File: src/rtl/pcm_mem_arbiter.sv
// Round-robin arbiter (optional B priority) sharing one PCM read port between ADPCM-A and ADPCM-B.
// Grant to mem_valid takes 1 cycle. A requester waits until granted, and its ready pulse follows mem_ready combinationally.
module pcm_mem_arbiter #(
  parameter int ADDR_WIDTH = 24,
  parameter int DATA_WIDTH = 8,
  parameter int STAT_WIDTH = 16
) (
  input  logic                  clk,
  input  logic                  reset_n,
  input  logic                  a_valid,
  input  logic [ADDR_WIDTH-1:0] a_addr,
  output logic                  a_ready,
  output logic [DATA_WIDTH-1:0] a_rdata,
  input  logic                  b_valid,
  input  logic [ADDR_WIDTH-1:0] b_addr,
  output logic                  b_ready,
  output logic [DATA_WIDTH-1:0] b_rdata,
  input  logic                  b_priority,
  output logic                  mem_valid,
  output logic [ADDR_WIDTH-1:0] mem_addr,
  input  logic                  mem_ready,
  input  logic [DATA_WIDTH-1:0] mem_rdata,
  input  logic                  stat_clear,
  output logic [STAT_WIDTH-1:0] a_grant_count,
  output logic [STAT_WIDTH-1:0] b_grant_count,
  output logic [STAT_WIDTH-1:0] max_wait
);

  typedef enum logic [1:0] {IDLE = 2'd0, BUSY_A = 2'd1, BUSY_B = 2'd2} state_t;

  localparam logic [STAT_WIDTH-1:0] STAT_MAX = '1;

  state_t                state;
  logic                  last_grant_b;
  logic                  grant_a;
  logic                  grant_b;
  logic                  done_a;
  logic                  done_b;
  logic [STAT_WIDTH-1:0] wait_a;
  logic [STAT_WIDTH-1:0] wait_b;
  logic [STAT_WIDTH-1:0] grant_wait;

  assign done_a  = (state == BUSY_A) && mem_ready;
  assign done_b  = (state == BUSY_B) && mem_ready;
  assign a_ready = done_a;
  assign b_ready = done_b;
  assign a_rdata = done_a ? mem_rdata : '0;
  assign b_rdata = done_b ? mem_rdata : '0;

  // A completing requester is never re-granted in its own ready cycle; only the other side may follow.
  always_comb begin
    grant_a = 1'b0;
    grant_b = 1'b0;
    case (state)
      IDLE: begin
        if (a_valid && b_valid) begin
          if (b_priority || !last_grant_b) grant_b = 1'b1;
          else                             grant_a = 1'b1;
        end else if (a_valid) begin
          grant_a = 1'b1;
        end else if (b_valid) begin
          grant_b = 1'b1;
        end
      end
      BUSY_A:  grant_b = mem_ready && b_valid;
      BUSY_B:  grant_a = mem_ready && a_valid;
      default: ;
    endcase
  end

  assign grant_wait = grant_a ? wait_a : wait_b;

  always_ff @(posedge clk or negedge reset_n) begin
    if (!reset_n) begin
      state        <= IDLE;
      mem_valid    <= 1'b0;
      mem_addr     <= '0;
      last_grant_b <= 1'b1;
    end else begin
      if (grant_a) begin
        state     <= BUSY_A;
        mem_valid <= 1'b1;
        mem_addr  <= a_addr;
      end else if (grant_b) begin
        state     <= BUSY_B;
        mem_valid <= 1'b1;
        mem_addr  <= b_addr;
      end else if (done_a || done_b) begin
        state     <= IDLE;
        mem_valid <= 1'b0;
      end
      if (done_a) last_grant_b <= 1'b0;
      if (done_b) last_grant_b <= 1'b1;
    end
  end

  always_ff @(posedge clk or negedge reset_n) begin
    if (!reset_n) begin
      wait_a <= '0;
      wait_b <= '0;
    end else begin
      if (grant_a)
        wait_a <= '0;
      else if (a_valid && state != BUSY_A && wait_a != STAT_MAX)
        wait_a <= wait_a + 1'b1;
      if (grant_b)
        wait_b <= '0;
      else if (b_valid && state != BUSY_B && wait_b != STAT_MAX)
        wait_b <= wait_b + 1'b1;
    end
  end

  always_ff @(posedge clk or negedge reset_n) begin
    if (!reset_n) begin
      a_grant_count <= '0;
      b_grant_count <= '0;
      max_wait      <= '0;
    end else if (stat_clear) begin
      a_grant_count <= '0;
      b_grant_count <= '0;
      max_wait      <= '0;
    end else begin
      if (done_a && a_grant_count != STAT_MAX) a_grant_count <= a_grant_count + 1'b1;
      if (done_b && b_grant_count != STAT_MAX) b_grant_count <= b_grant_count + 1'b1;
      if ((grant_a || grant_b) && grant_wait > max_wait) max_wait <= grant_wait;
    end
  end

endmodule
File: config.mk
export PLATFORM = sky130hd
export DESIGN_NAME = pcm_mem_arbiter
export DESIGN_NICKNAME = d
export VERILOG_FILES = /design/src/rtl/pcm_mem_arbiter.sv
export SDC_FILE = /design/constraint.sdc
export NUM_CORES = 1
export LEC_CHECK = 0
export CAP_MARGIN = 5
export CORE_UTILIZATION = 54
export CTS_CLUSTER_SIZE = 28
export DETAILED_ROUTE_END_ITERATION = 10
export MAX_ROUTING_LAYER = met4
export PLACE_DENSITY = 0.85
export SETUP_SLACK_MARGIN = 0.1
export SLEW_MARGIN = 5
export SYNTH_ARGS = -nofsm -noshare
export SYNTH_HDL_FRONTEND = slang
export SYNTH_SLANG_ARGS = --single-unit
File: constraint.sdc
create_clock -name clk -period 7.83 [get_ports clk]
set_clock_uncertainty 0.2 [all_clocks]
set_input_delay 1.566 -clock clk [delete_from_list [all_inputs] [get_ports clk]]
set_output_delay 1.566 -clock clk [all_outputs]
set_load 0.02 [all_outputs]
==> impl_metrics.env <==
export IMPL_status="finished, final reports clean"
export IMPL_core_area_um2=11500
export IMPL_drc=0
export IMPL_antenna_found_initial=0
export IMPL_cts_resized=0
export IMPL_io_pins=154
export IMPL_diodes=0
export IMPL_r2r_start="state[1]"
export IMPL_ctsRootBufferMaster="clkbuf_16"
export IMPL_final_cell_mix="clkdlybuf4s50_1, dfrtp_1, nor2_1"
export IMPL_power_w=0.00208
export IMPL_vias_per_cell=5.98
export IMPL_min_path_cells=2
export IMPL_combPwrFrac=0.396
export IMPL_cts_buffer_depth=2
export IMPL_place_gp_congestion=0.929
export IMPL_wl_per_cell_um=17.2
export IMPL_async_flop_share=1.00
export IMPL_rsz0062_at_grt="false"
export IMPL_cts_hold_buf=0
export IMPL_synthesis_instances=707
export IMPL_min_from="last_grant_b"
export IMPL_ys_seq_elements=108
export IMPL_drt_wl_total_um=17000
export IMPL_p_int_w=0.00131
export IMPL_core_rowCount=39
export IMPL_clock_fmax_mhz=171
export IMPL_r2r_slack_ps=3320
export IMPL_grt_pass1_wl_um=27800
export IMPL_final_common_cell="clkdlybuf4s50_1"
export IMPL_max_slew_margin=0.215
export IMPL_cts_buffers_inserted=9
export IMPL_hold_class="reg -> reg"
export IMPL_slew_viol_final=0
export IMPL_fin_crit_ps=5840
export IMPL_synth_area_um2=6370
export IMPL_layout_nets=923
export IMPL_postSynthNetCount=790
export IMPL_end_kind="flop"
export IMPL_clkSlewWorstSetupHoldPaths_ps=70
export IMPL_initial_utilization=0.556
export IMPL_power_switching_w=0.000769
export IMPL_place_hpwl_um=12100
export IMPL_cp_data_required_time_ps=7840
export IMPL_drive_gt1_frac=0.0544
export IMPL_synth_distinct_cells=59
export IMPL_htreeDepth=3
export IMPL_arrival_ps=5850
export IMPL_grt_max_degree=69
export IMPL_syn_to_final_growth_pct=30.4
export IMPL_avgSynthCellArea_um2=9.02
export IMPL_cp_max_fo=18
export IMPL_grt_pass1_vias=5809
export IMPL_p_sw_frac=0.371
export IMPL_port_buffers=153
export IMPL_drt_pass1_iter_count=8
export IMPL_initialDrtViolationCount=526
export IMPL_power_density_nw_per_um2=250
export IMPL_pwr_share_seq=0.357
export IMPL_r2r_end="max_wait[3]"
export IMPL_setup_tns_ps=0
export IMPL_max_cap_violations=0
export IMPL_hold_viol=0
export IMPL_r2r_cells=10
export IMPL_post_cts_buffers=0
export IMPL_critical_path_class="in -> reg"
export IMPL_synth_edf_count=0
export IMPL_design_die_area_um2=12200
export IMPL_num_vias=5906
export IMPL_setup_viol=0
export IMPL_insertion_delay_ps=360
export IMPL_clock_sinks=108
export IMPL_worst_pin_slew_ps=1180
export IMPL_crit_path_start_kind="input port"
export IMPL_clkPwrFrac=0.246
export IMPL_track_usage=0.288
export IMPL_leakagePower_nw=3.47
export IMPL_hold_end="last_grant_b"
export IMPL_cts_tree="done"
export IMPL_seq_area_frac_synth=0.424
export IMPL_yosysWarnings=0
export IMPL_grt_overflow=0
export IMPL_fin_crit_sh=0.746
export IMPL_die_h_um=111
export IMPL_dominantRegCellSynth="dfrtp_1"
export IMPL_drtAntennaViolNets=0
export IMPL_peakVddDrop_mv=0.182
export IMPL_die_x_um=111
final cells by class:
cell class,instances,area [um2]
fill,826,3150
timing repair buffer,161,1580
inverter,46,173
sequential,108,2700
tap,143,179
multi-input combinational,514,3340
clock inverter,4,70.1
clock buffer,12,267
through the flow:
step            util  hold WS (ps)  cells  cell area [um2]  worst slack, ps
2_1_floorplan      -           239    707             6370             3330
3_3_place_gp   0.696           249    972             7980             2020
3_5_place_dp   0.696           261    972             7980             1750
4_1_cts        0.725           272    988             8320             2100
5_1_grt        0.725           291    988             8320             1770
6_report       0.725           267    988             8320             1990
worst max-delay path by stage:
stage / start / to / slack [ps]
2_1_floorplan: b_priority / max_wait[6] / 3330
3_3_place_gp: b_valid / max_wait[1] / 2020
3_5_place_dp: b_valid / max_wait[3] / 1750
4_1_cts: b_valid / max_wait[3] / 2100
5_1_grt: b_valid / max_wait[3] / 1770
6_report: b_valid / max_wait[3] / 1990
synth_stat cells, drive strengths merged (6+ instances only):
cell type	n	area, um2
a211oi	22	165
a21oi	28	140
a32oi	15	131
and2	19	119
and3	9	56.3
and4	6	52.6
buf	18	91.3
clkbuf	21	78.8
dfrtp	107	2680
ha	20	250
inv	46	173
mux2i	41	410
nand2	53	199
nand2b	9	56.3
nand3	28	145
nand4	15	100
nor2	81	304
nor3	24	125
nor4	8	62.6
o21ai	48	240
xnor2	44	385
routing by layer:
| layer | vias up | track usage | share of wire |
|---|---|---|---|
| met3 | 40 | 0.0514 | 0.070 |
| met2 | 264 | 0.474 | 0.49 |
| met5 | - | - | 0 |
| met4 | 0 | 0.106 | 0.022 |
| met1 | 2844 | 0.358 | 0.42 |
| li1 | 2758 | - | - |
worst max-delay path, stage by stage:
cell and delay [ps]:
clkdlybuf4s50_1 610, nor2b_4 260, a221o_1 810, mux2i_1 350, inv_1 80, ha_1 320, nand4_1 150, nor4_1 370
a21o_1 510, a311o_1 620, o21ai_0 190
sequential cells by signal, indices dropped and copies added, names as in the netlist:
name,count
mem_valid,1
max_wait,16
wait_b,16
a_grant_count,16
mem_addr,24
state,2
b_grant_count,16
wait_a,16
last_grant_b,1
power groups by stage:
stage / registers, W / logic [W] / clock network (W)
after floorplan: 0.000814 / 0.000426 / 0
after global placement: 0.000748 / 0.000778 / 0
after detailed placement: 0.000748 / 0.000815 / 0
after CTS: 0.000741 / 0.000821 / 0.000514
after global routing: 0.000754 / 0.000883 / 0.000533
final: 0.000742 / 0.000823 / 0.000512
cell families after synthesis:
kind of cell | Yosys count | synth area share
AOI/OAI and AO/OA | 140 | 0.146
xor gates and xnor gates | 47 | 0.0646
adders and majority gates | 20 | 0.0393
buffers and inverters | 85 | 0.0538
DFF | 108 | 0.424
muxes | 42 | 0.0661
and+or+nand+nor | 265 | 0.206
(Power assumes the default switching activity.)
